$ cat src/rtl/onehot_decoder_seq.sv
// Registered N-to-2^N one-hot decoder with enable, auto-scan and scan load.
// DECODE drives the select lines straight from d. SCAN walks the active line
// around the ring, one step every PERIOD cycles. wrap pulses on the ring seam.
module onehot_decoder_seq #(
  parameter int N      = 2,
  parameter int PERIOD = 4
) (
  input  logic                 clk,
  input  logic                 rst_n,
  input  logic                 en,
  input  logic                 mode,
  input  logic                 dir,
  input  logic                 load,
  input  logic [N-1:0]         d,
  output logic [(1<<N)-1:0]    y,
  output logic [N-1:0]         idx,
  output logic                 wrap
);

  localparam int W  = 1 << N;
  localparam int PW = (PERIOD <= 2) ? 1 : $clog2(PERIOD);
  localparam logic [PW-1:0] PMAX = PW'(PERIOD - 1);

  localparam logic [1:0] S_IDLE   = 2'd0;
  localparam logic [1:0] S_DECODE = 2'd1;
  localparam logic [1:0] S_SCAN   = 2'd2;

  logic [1:0]    r_state;
  logic [PW-1:0] r_pre;
  logic [W-1:0]  r_y;
  logic [N-1:0]  r_idx;
  logic          r_wrap;

  logic [1:0]    w_state_nxt;
  logic [PW-1:0] w_pre_nxt;
  logic [W-1:0]  w_y_nxt;
  logic [N-1:0]  w_idx_nxt;
  logic          w_wrap_nxt;

  logic [W-1:0]  w_one;
  logic [N-1:0]  w_step_idx;
  logic          w_step_wrap;

  assign w_one       = {{(W-1){1'b0}}, 1'b1};
  // Neighbour index in the chosen direction; the seam is crossed when the
  // current index sits at the end of the ring we are moving away from.
  assign w_step_idx  = dir ? (r_idx - N'(1)) : (r_idx + N'(1));
  assign w_step_wrap = dir ? (r_idx == '0) : (r_idx == '1);

  // Next-state selection: the mode is taken from this cycle's inputs, while
  // the registered state only tells us whether SCAN has just been entered.
  always_comb begin
    w_state_nxt = S_IDLE;
    w_pre_nxt   = '0;
    w_y_nxt     = '0;
    w_idx_nxt   = r_idx;
    w_wrap_nxt  = 1'b0;
    if (!en) begin
      w_state_nxt = S_IDLE;
    end else if (!mode) begin
      w_state_nxt = S_DECODE;
      w_idx_nxt   = d;
      w_y_nxt     = w_one << d;
    end else begin
      w_state_nxt = S_SCAN;
      if (load) begin
        // load beats both the entry cycle and a step due this cycle
        w_idx_nxt = d;
        w_y_nxt   = w_one << d;
      end else if (r_state != S_SCAN) begin
        // fresh entry: show the held index, restart the prescaler, no step
        w_y_nxt   = w_one << r_idx;
      end else if (r_pre == PMAX) begin
        w_idx_nxt  = w_step_idx;
        w_y_nxt    = w_one << w_step_idx;
        w_wrap_nxt = w_step_wrap;
      end else begin
        w_pre_nxt = r_pre + PW'(1);
        w_y_nxt   = r_y;
      end
    end
  end

  // Register everything; async reset clears outputs, index and prescaler.
  always_ff @(posedge clk or negedge rst_n) begin
    if (!rst_n) begin
      r_state <= S_IDLE;
      r_pre   <= '0;
      r_y     <= '0;
      r_idx   <= '0;
      r_wrap  <= 1'b0;
    end else begin
      r_state <= w_state_nxt;
      r_pre   <= w_pre_nxt;
      r_y     <= w_y_nxt;
      r_idx   <= w_idx_nxt;
      r_wrap  <= w_wrap_nxt;
    end
  end

  assign y    = r_y;
  assign idx  = r_idx;
  assign wrap = r_wrap;

endmodule

$ cat config.mk
export PLATFORM = sky130hd
export DESIGN_NAME = onehot_decoder_seq
export DESIGN_NICKNAME = d
export VERILOG_FILES = /design/src/rtl/onehot_decoder_seq.sv
export SDC_FILE = /design/constraint.sdc
export NUM_CORES = 1
export LEC_CHECK = 0
export CAP_MARGIN = 10
export CORE_AREA = 8 8 45 47
export CTS_CLUSTER_DIAMETER = 60
export DETAILED_ROUTE_END_ITERATION = 10
export DIE_AREA = 0 0 53 55
export GPL_ROUTABILITY_DRIVEN = 0
export PLACE_DENSITY = 0.88
export REMOVE_ABC_BUFFERS = 1
export SLEW_MARGIN = 20
export SYNTH_ARGS = -nofsm -noshare
export SYNTH_HDL_FRONTEND = slang
export SYNTH_SLANG_ARGS = --single-unit
$ cat constraint.sdc
create_clock -name clk -period 2.5 [get_ports clk]
set_input_delay 0.5 -clock clk [delete_from_list [all_inputs] [get_ports clk]]
set_output_delay 0.5 -clock clk [all_outputs]
set_load 0.05 [all_outputs]
==> results of run 1 <==
## power groups by stage
stage	registers (mW)	logic, mW	clock network (mW)
6_report	0.213	0.149	0.122
5_1_grt	0.215	0.161	0.139
4_1_cts	0.213	0.150	0.124
3_5_place_dp	0.216	0.149	0
3_3_place_gp	0.215	0.146	0
2_1_floorplan	0.254	0.0569	0
## cells by family (layout without fill, tap and decap cells)
group	count (synthesis)	count (layout)	share of synthesized area, %
AND/OR/NAND/NOR	27	27	23.9
AO/OA/AOI/OAI	13	13	16.2
flip-flops	11	11	44.5
XOR/XNOR	4	4	8.10
buffers and inverters	3	18	3.24
adder cells (fa/ha/maj)	2	2	4.05
## cells in the final DEF, fill, tap and decap left out, drive strengths merged, types with 3 or more instances in the layout
master and instances:
o21ai 5, clkdlybuf4s50 14, nand2 4, nor2 6, dfrtp 11, clkbuf 4
and2 3
## final timing paths
check	startpoint	slack, ps	cells after the start	endpoint
setup / recovery	idx[0]$_DFFE_PN0P_	300	1	idx[0]
hold / removal	r_pre[0]$_DFF_PN0_	500	1	r_pre[0]$_DFF_PN0_
setup reg to reg	idx[0]$_DFFE_PN0P_	960	4	y[0]$_DFFE_PN0P_
hold reg to reg	r_pre[0]$_DFF_PN0_	500	1	r_pre[0]$_DFF_PN0_
max in group asynchronous	rst_n	1600	1	r_state[0]$_DFF_PN0_
min in group asynchronous	rst_n	560	1	y[1]$_DFFE_PN0P_
## final cells by class
cell class / instances / area, um^2
fill: 122 / 599
multi-input combinational: 46 / 323
sequential: 11 / 275
timing repair buffer: 14 / 140
clock buffer: 4 / 26.3
tap: 16 / 20.0
## metrics by stage
| step | worst slack (ps) | hold WS (ps) |
|---|---|---|
| 6_report | 299 | 497 |
| 3_3_place_gp | 552 | 471 |
| 4_1_cts | 301 | 502 |
| 3_5_place_dp | 507 | 493 |
| 2_1_floorplan | 774 | 204 |
| 5_1_grt | 245 | 533 |
## flip-flops by register name, indices dropped and copies added (netlist names)
register  count
y             4
idx           2
r_pre         2
r_state       2
wrap          1
## per-layer routing
metal | routed length, um | GRT usage [%]
met3 | 89 | 3.48
met2 | 627 | 16.0
met1 | 527 | 11.4
met4 | 31 | 6.47
met5 | 0 | 0
==> flow_summary.ini, run 1 <==
[worst_setup_path]
critPathMaxFanout = 8
crit_chain = clkdlybuf4s50_1
cp.buffers_inverters = 1
start_kind = flip-flop
cp_slowest_cell = clkdlybuf4s50_1
cp.arrival_ps = 1700
required_ps = 2000
cpPeakStageDelay_ps = 880
crit_type = reg -> out
cp_top_family = buffers and inverters
endpoint_kind = output port

[synth]
synth_top_area_cell = dfrtp_1
yosys_warnings = 0
synth_top_cells_by_count = 11 x dfrtp_1, 6 x nor2_1, 4 x nand2_1, 4 x o21ai_0
postSynthCellCount = 60
synth.most_common_cell = dfrtp_1
synth_edf_count = 0
synth_cell_types = 32
avgSynthCellArea_um2 = 10.3
synth_seq_cells = 11
netlist.area_leader.share_pct = 44.5
async_flop_share_pct = 100
ys_seq_area_share_pct = 44.5
syn_area_um2 = 618
synthFlopType = dfrtp_1
yosys-top-cells-area = dfrtp_1 45%, ha_1 4.0%, nor2_1 3.6%, a221o_1 3.2%, o21ai_0 3.2%

[power_and_ir_drop]
power_mw = 0.484
p_clk_share_pct = 25.2
p_switching_mw = 0.171
combPwrFrac_pct = 30.7
p_int_mw = 0.313
power.leakage_nw = 0.342
power_frac_seq_pct = 44.1
max-vdd-ir-drop_v = 0.000357
p_sw_share_pct = 35.3
power.density_nw_per_um2 = 618

[global_routing]
grt_max_degree = 12
antenna_found_initial = 0
grtUsageTotal_pct = 10.1
grt-ovfl-total = 0
grt_pass1_wl_um = 2170
grt_pass1_vias = 504

[sta]
clock_skew_ps = 5.52
hold_viol = 0
rsz0062_at_grt = no
post-route-min-period_ps = 2200
relSlewSlack_pct = 66.2
tightest_slew_ps = 506
drv_slew = 0
max_freq_mhz = 454
setup_viol = 0
tns_ps = 0
fin_crit_sh_pct = 88.1

[die]
die_y_um = 55
chipWidth_um = 53
std_cell_rows = 14
io_pins = 15
dieArea_um2 = 2920
core_um2 = 1380
initial_core_util_pct = 44.7

[finish]
post-route-util_pct = 56.7
drive_gt1_share_pct = 9.33
final_cells = 91
diodes = 0
final_area_um2 = 785
fin_nets = 86
syn_to_final_growth_pct = 26.9

[routing]
vias = 501
drt-vias-per-instance = 5.51
routed_wl_um = 1280
wl_per_cell_um = 14.0
first_pass_iters = 4
drt-initial-drc-count = 14
ant_nets = 0
drcViolationCount = 0

[clock_network]
cts_root_buf = clkbuf_4
cts_hold_buf = 0
ctsResizeCount = 0
cts_tree = built
htree_levels = 1
clk_pin_slew_ps = 70
cts_buffers = 3
clkLatencyLatePin_ps = 270
ctsLongestPathBuffers = 2
cts_sinks = 11
cts_setup_buffers = 0

[place]
placed_cells = 87
dpl.hpwl_um = 981
io_buffer_count = 14
placed_cell_area_um2 = 758

[outcome]
status = finished clean

[flow_run]
maxCapViolCount = 0

[min_path]
hp-class = reg -> reg
Power figures use the tool's default switching activity.
==> inputs of run 2 (changes only) <==
==> constraint.sdc (replaced) <==
create_clock -name clk -period 2.5 [get_ports clk]
set_input_delay 0.375 -clock clk [delete_from_list [all_inputs] [get_ports clk]]
set_output_delay 0.375 -clock clk [all_outputs]
set_load 0.05 [all_outputs]
==> results of run 2 <==
The final DEF is identical to that of run 1. Status: finished clean.
Main changes from that run: setup slack after placement 507 ps -> 632 ps; setup slack after layout 299 ps -> 424 ps; hold slack 497 ps -> 436 ps
==> inputs of run 3 (changes only) <==
--- a/config.mk
+++ b/config.mk
@@ -6,12 +6,12 @@
 export NUM_CORES = 1
 export LEC_CHECK = 0
 export CAP_MARGIN = 10
-export CORE_AREA = 8 8 45 47
+export CORE_MARGIN = 8
+export CORE_UTILIZATION = 42
 export CTS_CLUSTER_DIAMETER = 60
 export DETAILED_ROUTE_END_ITERATION = 10
-export DIE_AREA = 0 0 53 55
 export GPL_ROUTABILITY_DRIVEN = 0
-export PLACE_DENSITY = 0.88
+export PLACE_DENSITY = 0.84
 export REMOVE_ABC_BUFFERS = 1
 export SLEW_MARGIN = 20
 export SYNTH_ARGS = -nofsm -noshare
==> constraint.sdc (replaced) <==
create_clock -name clk -period 1.8 [get_ports clk]
set_input_delay 0.27 -clock clk [delete_from_list [all_inputs] [get_ports clk]]
set_output_delay 0.27 -clock clk [all_outputs]
set_load 0.05 [all_outputs]
==> flow_summary.ini, run 3 (synthesized netlist as in run 1, its figures left out) <==
[worst_setup_path]
critPathMaxFanout = 2
cpPeakStageDelay_ps = 810
cp.buffers_inverters = 1
path_depth = 1
start_kind = flip-flop
endpoint_kind = output port
ff2ff_path_depth = 4
cp.arrival_ps = 1440
cp_slowest_cell = clkdlybuf4s50_1
required_ps = 1530
cp_top_family = buffers and inverters
crit_type = reg -> out
crit_chain = clkdlybuf4s50_1

[sta]
clock_skew_ps = 2.33
fin_crit_sh_pct = 94.9
max_freq_mhz = 586
relSlewSlack_pct = 66.7
drv_slew = 0
setup_viol = 0
fin_ws_ps = 92.1
tightest_slew_ps = 497
hold_viol = 0
hold_ws_ps = 317
tns_ps = 0
post-route-min-period_ps = 1710
rsz0062_at_grt = no

[place]
dpl_worst_slack_ps = 54.1
placed_cells = 89
placed_cell_area_um2 = 768
io_buffer_count = 14
dpl.hpwl_um = 1010

[routing]
drt-vias-per-instance = 5.31
drt-initial-drc-count = 6
routed_wl_um = 1280
first_pass_iters = 3
wl_per_cell_um = 13.8
drcViolationCount = 0
vias = 494
ant_nets = 0

[power_and_ir_drop]
power_mw = 0.686
power.leakage_nw = 0.354
power.density_nw_per_um2 = 863
max-vdd-ir-drop_v = 0.000407

[finish]
syn_to_final_growth_pct = 28.5
mostFrequentLayoutCell = clkdlybuf4s50_1
final_cell_mix = 12 x clkdlybuf4s50_1, 11 x dfrtp_1, 6 x nor2_1
final_cells = 93
final_area_um2 = 795
post-route-util_pct = 55.3
largest_reg_flops = 4
drive_gt1_share_pct = 14.3
diodes = 0
fin_nets = 88

[die]
std_cell_rows = 14
io_pins = 15
core_um2 = 1440
initial_core_util_pct = 43.0
chipWidth_um = 54.4
die_y_um = 54.4
dieArea_um2 = 2960

[clock_network]
ctsLongestPathBuffers = 2
cts_setup_buffers = 0
ctsResizeCount = 0
clk_pin_slew_ps = 70
cts_root_buf = clkbuf_4
cts_buffers = 3
cts_hold_buf = 0
cts_sinks = 11
htree_levels = 1
cts_tree = built
clkLatencyLatePin_ps = 270

[flow_run]
maxCapViolCount = 0

[global_routing]
antenna_found_initial = 0
grt_pass1_vias = 549
grt-ovfl-total = 0
grt_pass1_wl_um = 2300
grtUsageTotal_pct = 10.8
grt_max_degree = 12

[outcome]
status = finished clean

[min_path]
hp-class = in -> async
run 3: cell count changes in the layout (fill, tap and decap cells not counted):
cell	previous run	this run
clkdlybuf4s50_1	14	12
buf_4	0	4
run 3: area by class of cell:
cell class,instances,area [um^2]
Fill cell,137,642
Multi-Input combinational cell,46,323
Clock buffer,4,26.3
Sequential cell,11,275
Tap cell,16,20.0
Timing Repair Buffer,16,150
run 3: path summary, 6_finish.rpt:
kind                                      startpoint                   end  slack (ps)
worst min register to register      y[2]$_DFFE_PN0P_      y[2]$_DFFE_PN0P_         500
worst max-delay path                y[0]$_DFFE_PN0P_                  y[0]          90
worst min-delay path                           rst_n  r_state[1]$_DFF_PN0_         320
worst max register to register  r_state[0]$_DFF_PN0_      y[0]$_DFFE_PN0P_         300
min in group clk                    y[2]$_DFFE_PN0P_      y[2]$_DFFE_PN0P_         500
max in group asynchronous                      rst_n      y[1]$_DFFE_PN0P_        1160
run 3: report_power, final:
group          total, mW  switching [mW]  internal (mW)
Sequential         0.288          0.0223          0.265
Clock              0.176          0.0896         0.0860
Combinational      0.223           0.134         0.0891
Total              0.686           0.245          0.441
run 3: metal layers:
metal | share of wire [%] | global-route usage [%]
met3 | 6.9 | 3.26
met2 | 43 | 16.0
met4 | 3.0 | 9.43
met1 | 47 | 12.2
met5 | 0 | 0
